[src/rtl/mos_pkg.sv]
// Shared definitions for the fetch unit: address/data widths, FSM state
// encoding and the {byte, address} entry carried through the prefetch queue.
// Pure package: no logic, no latency, no flow control of its own.
package mos_pkg;

   localparam int ADDR_W = 16;
   localparam int DATA_W = 8;

   typedef enum logic [1:0] {
      ST_FLUSHED = 2'd0,
      ST_REQUEST = 2'd1,
      ST_FULL    = 2'd2
   } fetch_state_t;

   typedef struct packed {
      logic [DATA_W-1:0] dat;
      logic [ADDR_W-1:0] addr;
   } fetch_entry_t;

endpackage

[src/rtl/fetch_fifo.sv]
// Prefetch queue of {byte, address} entries; head is presented combinationally.
// Latency: a pushed entry is visible at the head one cycle later (if queue was empty).
// Backpressure: push is dropped when full unless a pop happens in the same cycle;
// pop on empty is ignored; i_flush empties the queue and overrides push/pop.
// Ports: clk_2/rst (sync, active-high), i_push/i_push_dat, i_pop, i_flush,
//        o_count (occupancy 0..DEPTH), o_head (entry at the read pointer).
module fetch_fifo
   import mos_pkg::*;
#(
   parameter  int DEPTH = 4,
   localparam int PTR_W = $clog2(DEPTH),
   localparam int CNT_W = PTR_W + 1
) (
   input  logic              clk_2,
   input  logic              rst,
   input  logic              i_push,
   input  fetch_entry_t      i_push_dat,
   input  logic              i_pop,
   input  logic              i_flush,
   output logic [CNT_W-1:0]  o_count,
   output fetch_entry_t      o_head
);

   localparam logic [CNT_W-1:0] CNT_FULL = CNT_W'(DEPTH);

   fetch_entry_t      r_mem [DEPTH];
   logic [PTR_W-1:0]  r_wr_ptr;
   logic [PTR_W-1:0]  r_rd_ptr;
   logic [CNT_W-1:0]  r_count;
   logic              w_push;
   logic              w_pop;

   assign w_pop  = i_pop && (r_count != '0) && !i_flush;
   // A full queue can still accept a byte when the head leaves in the same cycle.
   assign w_push = i_push && !i_flush && ((r_count != CNT_FULL) || w_pop);

   always_ff @(posedge clk_2) begin
      if (rst || i_flush) begin
         r_wr_ptr <= '0;
         r_rd_ptr <= '0;
         r_count  <= '0;
      end else begin
         if (w_push) r_wr_ptr <= r_wr_ptr + 1'b1;
         if (w_pop)  r_rd_ptr <= r_rd_ptr + 1'b1;
         if (w_push && !w_pop) begin
            r_count <= r_count + 1'b1;
         end else if (w_pop && !w_push) begin
            r_count <= r_count - 1'b1;
         end
      end
   end

   // Storage is not reset: entries are only observed while count is non-zero.
   always_ff @(posedge clk_2) begin
      if (w_push) r_mem[r_wr_ptr] <= i_push_dat;
   end

   assign o_count = r_count;
   assign o_head  = r_mem[r_rd_ptr];

endmodule

[src/rtl/instruction_fetch.sv]
// Byte-wide instruction prefetcher: fetches sequential bytes into a DEPTH-entry queue.
// Latency: flush at n -> mem_req at n+2 -> head valid at n+3 with an immediate ack.
// Backpressure: stops requesting while the queue is full; one request outstanding max.
// Ports: clk_2, rst (sync, active-high); memory side mem_req/mem_addr/mem_ack/mem_data;
//        redirect flush/flush_pc; decoder side instruction/head_pc/valid/consume.
module instruction_fetch
   import mos_pkg::*;
#(
   parameter int                DEPTH    = 4,
   parameter logic [ADDR_W-1:0] RESET_PC = 16'h0000
) (
   input  logic              clk_2,
   input  logic              rst,
   output logic              mem_req,
   output logic [ADDR_W-1:0] mem_addr,
   input  logic              mem_ack,
   input  logic [DATA_W-1:0] mem_data,
   input  logic              flush,
   input  logic [ADDR_W-1:0] flush_pc,
   output logic [DATA_W-1:0] instruction,
   output logic              valid,
   input  logic              consume,
   output logic [ADDR_W-1:0] head_pc
);

   localparam int               CNT_W    = $clog2(DEPTH) + 1;
   localparam logic [CNT_W-1:0] CNT_FULL = CNT_W'(DEPTH);
   localparam logic [CNT_W-1:0] CNT_LAST = CNT_W'(DEPTH - 1);

   fetch_state_t      r_state;
   fetch_state_t      w_state_nxt;
   logic [ADDR_W-1:0] r_fpc;
   logic [ADDR_W-1:0] w_fpc_nxt;
   logic              w_req;
   logic              w_push;
   logic              w_pop;
   logic [CNT_W-1:0]  w_count;
   fetch_entry_t      w_head;
   fetch_entry_t      w_push_dat;

   always_ff @(posedge clk_2) begin
      if (rst) begin
         r_state <= ST_FLUSHED;
         r_fpc   <= RESET_PC;
      end else begin
         r_state <= w_state_nxt;
         r_fpc   <= w_fpc_nxt;
      end
   end

   always_comb begin
      w_state_nxt = r_state;
      w_fpc_nxt   = r_fpc;
      w_req       = 1'b0;
      w_push      = 1'b0;
      case (r_state)
         ST_FLUSHED: w_state_nxt = ST_REQUEST;
         ST_REQUEST: begin
            w_req = 1'b1;
            if (mem_ack) begin
               w_push    = 1'b1;
               w_fpc_nxt = r_fpc + 1'b1;
               if ((w_count == CNT_LAST) && !w_pop) w_state_nxt = ST_FULL;
            end
         end
         ST_FULL: begin
            if (w_count != CNT_FULL) w_state_nxt = ST_REQUEST;
         end
         default: w_state_nxt = ST_FLUSHED;
      endcase
      // Redirect beats everything: the acked byte and any pop this cycle are dropped.
      if (flush) begin
         w_state_nxt = ST_FLUSHED;
         w_fpc_nxt   = flush_pc;
         w_push      = 1'b0;
      end
   end

   // Outputs are forced to their reset view during the assertion cycle itself,
   // before the synchronous reset has had a chance to land in the registers.
   assign mem_req  = w_req && !rst;
   assign mem_addr = rst ? RESET_PC : r_fpc;
   assign valid    = (w_count != '0) && !rst;
   assign w_pop    = consume && valid;

   assign w_push_dat = '{dat: mem_data, addr: r_fpc};

   fetch_fifo #(.DEPTH(DEPTH)) u_fifo (
      .clk_2      (clk_2),
      .rst        (rst),
      .i_push     (w_push && !rst),
      .i_push_dat (w_push_dat),
      .i_pop      (w_pop),
      .i_flush    (flush),
      .o_count    (w_count),
      .o_head     (w_head)
   );

   assign instruction = w_head.dat;
   assign head_pc     = w_head.addr;

endmodule

[config.mk]
export PLATFORM = sky130hd
export DESIGN_NAME = instruction_fetch
export DESIGN_NICKNAME = d
export VERILOG_FILES = /design/src/rtl/mos_pkg.sv /design/src/rtl/fetch_fifo.sv /design/src/rtl/instruction_fetch.sv
export SDC_FILE = /design/constraint.sdc
export NUM_CORES = 1
export LEC_CHECK = 0
export ABC_AREA = 1
export BUFFER_PORTS_ARGS = -buffer_cell sky130_fd_sc_hd__buf_2
export CORE_ASPECT_RATIO = 1.4
export CORE_UTILIZATION = 25
export CTS_CLUSTER_DIAMETER = 60
export CTS_CLUSTER_SIZE = 14
export DETAILED_ROUTE_END_ITERATION = 10
export PLACE_DENSITY = 0.44
export RECOVER_POWER = 25
export SKIP_LAST_GASP = 1
export SYNTH_ARGS = -nofsm -noshare
export SYNTH_HDL_FRONTEND = slang
export SYNTH_SLANG_ARGS = --single-unit
[constraint.sdc]
create_clock -name clk_2 -period 5.1 [get_ports clk_2]
set_clock_uncertainty 0.2 [all_clocks]
set_input_delay 1.02 -clock clk_2 [delete_from_list [all_inputs] [get_ports clk_2]]
set_output_delay 1.02 -clock clk_2 [all_outputs]
set_load 0.01 [all_outputs]
After elaboration in Yosys (flattened, before gate mapping):

Memories as Yosys holds them, arrays and structs flattened. A register that Yosys moved wholly into a read port is not among the register bits.
Cells that the tools add are included.

* eq/ne operators: 7
* $add $sub $neg: 5
* reduce and logical (&&, ||, !) cells: 26
* mux-type cells: 18

Operators by type and width (count)
* 16-bit 2-to-1 mux: 4
* 16-bit by 1-bit adder with 16-bit output (second input constant): 1
* 1-bit logical AND: 11
* 2-bit 2-to-1 mux: 5
* 1-bit 2-to-1 mux: 6
* 3-bit 2-to-1 mux: 2
* 2-bit inequality test (second input constant): 3
* 2-bit case mux with 3 select lines: 1
* 2-bit nonzero test: 3
* 1-bit zero test: 5
* 2-bit by 1-bit adder with 2-bit output (second input constant): 2
* 3-bit by 1-bit adder with 3-bit output (second input constant): 1
* 3-bit by 2-bit == test with 1-bit output (second input constant): 1
* 3-bit inequality test (second input constant): 1
* 3-bit AND reduction: 1
* 3-bit nonzero test: 1
* 3-bit by 1-bit subtractor with 3-bit output (second input constant): 1
* 2-bit by 1-bit == test with 1-bit output (second input constant): 1
* 2-bit == test (second input constant): 1
* 2-bit zero test: 1
* 1-bit logical OR: 2
* 2-bit AND reduction: 1
* 2-bit OR reduction: 1

* memories kept: 1
* RAM bits: 96
* logic and storage cells: 62
* bits in registers: 25
* output and inout port bits: 42

Memory list
* u_fifo.r_mem: depth 4, bits a word 24, read ports 1, clocked after memory_dff 1, write ports 1, line fetch_fifo.sv:26 `fetch_entry_t r_mem [DEPTH];`

Longest topological paths before layout:

* depth after elaboration: 11
* depth in mapped cells: 13
* depth with buffers taken out: 13

By module:

Synthesis repeated with hierarchy kept, for this count alone.

* cell total of the unflattened synthesis: 540
* area, all modules: 5527.8 µm²

Modules (own cells, without submodules)
* fetch_fifo: cells each 307, seq. area each 3062.9 µm², area each 4234.1 µm², times used 1
* instruction_fetch: cells each 233, seq. area each 360.3 µm², area each 1293.7 µm², times used 1

Worst setup path before layout:

Ideal clock, no wire load.

* path kind: input port to flip-flop
* start: input rst
* end: memory u_fifo.r_mem[0][0] (netlist bit) (enable)
* path buffers: 1
* arrival: 2.639 ns
* slack: 1.856 ns
* stages on the path: 4
* required time: 4.495 ns
* path through: buf_2 -> nor2_2 -> nand3_1 -> nor2_1

* longest elaborated chain between the ends: 9
* elaborated cells between the ends (all ways): 11
* classes of those cells: mux: 2; reduce/logical: 9

RTL lines
* start: declaration: line instruction_fetch.sv:13 `input logic rst,`
* 1-bit zero test *: line instruction_fetch.sv:83, instruction_fetch.sv:91
* 1-bit logical AND: line instruction_fetch.sv:83 `assign valid = (w_count != '0) && !rst;`
* 1-bit logical AND: line instruction_fetch.sv:84 `assign w_pop = consume && valid;`
* 1-bit logical AND (2 in series): line fetch_fifo.sv:33 `assign w_pop = i_pop && (r_count != '0) && !i_flush;`
* 1-bit logical OR: line fetch_fifo.sv:35 `assign w_push = i_push && !i_flush && ((r_count != CNT_FULL) || w_pop);`
* 1-bit logical AND *: line fetch_fifo.sv:35
* 1-bit 2-to-1 mux *: line fetch_fifo.sv:55 `if (w_push) r_mem[r_wr_ptr] <= i_push_dat;`
* 1-bit 2-to-1 mux (implied by the code) *: line fetch_fifo.sv:55
* end: declaration: line fetch_fifo.sv:26

Every way passes the cells marked *; elsewhere a longest branch is shown, timed or not.

==> results.json <==
{
  "clk_pin_slew_ns": 0.05,
  "layout-drive-gt1-share_pct": 21.3,
  "wl_per_cell_microns": 15.3,
  "antenna_found_initial": 0,
  "die_area_sq_um": 21700,
  "fill_cells": 2148,
  "relSlewSlack_pct": 29.6,
  "synthMuxAreaShare_pct": 0,
  "hold-worst-slack_ns": 0.287,
  "vias": 3905,
  "setup_tns_ns": 0,
  "synth-compound-area-share_pct": 11.8,
  "core_area_sq_um": 20600,
  "synthTopCellsByArea": "edfxtp_1 55%, dfxtp_1 10%, nor2_1 6.5%",
  "post-cts-setup-buffers": 0,
  "rows": 62,
  "drcViolationCount": 6,
  "hold_buffers": 0,
  "hold_viol_final": 0,
  "cts_sinks": 123,
  "cap_violations": 0,
  "worstSetupStartpointType": "flop",
  "layout_common_cells": "96 x edfxtp_1, 88 x nor2_1, 69 x buf_2",
  "cts_made_buffers": 17,
  "ys_ff_latch": 123,
  "drt_iter0_markers": 248,
  "grt_pass1_wl_mm": 20.9,
  "rsz0062_at_grt": "no",
  "tightest_slew_ns": 1.05,
  "max_freq_mhz": 263,
  "layout.nets": 623,
  "setup_viol": 0,
  "seq_area_frac_synth_pct": 64.8,
  "gp_congestion": 0.797,
  "period_needed_ns": 3.80,
  "vias_per_cell": 4.56,
  "die_h_microns": 174,
  "synth_xor_area_share_pct": 0.664,
  "die_x_microns": 125,
  "layout_commonest_cell": "edfxtp_1",
  "hold_path_class": "reg -> reg",
  "ctsRootBufferMaster": "clkbuf_16",
  "netlist_area_sq_um": 5280,
  "syn_nets": 547,
  "ir_drop_mv": 0.222,
  "pin_count": 71,
  "worstPathArrival_ns": 2.58,
  "n_antenna_cell": 0,
  "start_util_pct": 25.6,
  "htreeDepth": 4,
  "run_status": "finished, violations left",
  "gr-usage-all-layers_pct": 12.7,
  "yosysWarnings": 0,
  "synth_simple_gate_area_share_pct": 15.8,
  "worst_skew_pair.late_latency_ns": 0.41,
  "yosysTopAreaCellShare_pct": 54.6,
  "path_class": "reg -> out",
  "power_density_nw_per_um2": 382,
  "period_share_pct": 74.4,
  "grt_overflow": 0,
  "grt_max_degree": 50,
  "cts_max_path_buffers": 2,
  "syn2layout_area_growth_pct": 24.4,
  "p_leak_nw": 2.45,
  "cp.required_ns": 3.88,
  "dp_hpwl_mm": 8.57,
  "synth_fa_ha_area_share_pct": 1.80,
  "fin_cells": 856,
  "violations": "DRC",
  "synth_top_area_cell": "edfxtp_1",
  "dp_cells": 824,
  "cp-end-kind": "primary output",
  "final_antenna_net_count": 0,
  "post_cts_resized": 0,
  "yosysUniqueCellTypes": 29,
  "first_pass_iters": 7,
  "synth.avg_cell_area_sq_um": 10.3,
  "final_max_slew_viol_count": 0,
  "synth_top_family_by_area": "simple AND/OR/NAND/NOR gates",
  "grt_pass1_vias": 3959,
  "syn_inst": 511,
  "wl_mm": 13.1,
  "path_max_fanout": 49,
  "cts_tree": "done",
  "place.port_buffers": 70
}
## final timing paths
check,startpoint,end,slack [ns],cells after the start
worst max-delay path,flop,instruction[6],1.30,6
worst min-delay path,u_fifo.o_count[2],u_fifo.o_count[2],0.29,1
worst max register to register,u_fifo.o_count[1],u_fifo.o_count[2],2.46,13
worst min register to register,u_fifo.o_count[2],u_fifo.o_count[2],0.29,1
## state kept, by name (all words and copies together), names as in the netlist, named ones only
| name | cells |
|---|---|
| u_fifo.r_rd_ptr | 2 |
| r_fpc | 16 |
| u_fifo.o_count | 3 |
| u_fifo.r_mem | 96 |
| u_fifo.r_wr_ptr | 2 |
| r_state | 2 |
## report_power, final
group          internal (mW)  switching, mW  leakage (nW)  total, mW
clock                  0.867          0.438         0.307       1.30
combinational         0.0308         0.0560          1.05     0.0869
sequential              1.09         0.0222          1.10       1.12
total                   1.99          0.516          2.45       2.51
## cells in the mapped netlist
library cell,number
edfxtp_1,96
nor2_1,92
o21ai_0,61
nand2_1,58
inv_1,44
dfxtp_1,27
o22ai_1,24
nand3_1,22
a21oi_1,19
clkbuf_1,9
buf_2,8
nor2_2,8
ha_1,6
o21ai_1,6
nand4_1,5
xor2_1,4
a31oi_1,3
inv_2,3
nor3_1,3
buf_1,2
nand2_2,2
nand2_4,2
a211oi_1,1
a22oi_1,1
buf_6,1
fa_1,1
nand3_2,1
nand4_4,1
o21a_1,1
## worst max-delay path, stage by stage, from the launching register on
cell     delay (ns)
dfxtp_1        0.29
buf_4          0.28
inv_1          0.83
buf_4          0.34
o21ai_0        0.10
o22ai_1        0.16
buf_2          0.15
## cells by family (layout without fill, tap and decap cells)
family / Yosys count / after routing
and+or+nand+nor: 194 / 194
DFF: 123 / 123
AOI/OAI and AO/OA: 116 / 116
buffers and inverters: 67 / 156
adders and majority gates: 7 / 7
xor gates and xnor gates: 4 / 4
## cell type report
class / instances / area (sq um) / area share [%]
flip-flops and latches: 123 / 3420 / 52.1
multi-input cells: 321 / 1600 / 24.3
clock buffers: 17 / 425 / 6.48
repair buffers: 77 / 402 / 6.12
well taps: 256 / 320 / 4.88
clock inverters: 15 / 221 / 3.37
inverters: 47 / 176 / 2.69
## stage by stage
step | area [sq um] | setup WS [ns] | util (%) | total power, mW
after floorplan | 5280 | 1.86 | - | 1.18
after global placement | 5920 | 1.53 | 28.7 | 1.22
after detailed placement | 5920 | 1.43 | 28.7 | 1.22
after CTS | 6570 | 1.25 | 31.8 | 2.53
after global routing | 6570 | 1.08 | 31.8 | 2.59
final | 6570 | 1.30 | 31.8 | 2.51
## layer usage
metal	share of wire (%)	global-route usage [%]
met5	0	0
met4	1.9	5.95
met3	3.5	2.55
met2	49	21.7
met1	45	15.2
(Power assumes the default switching activity.)
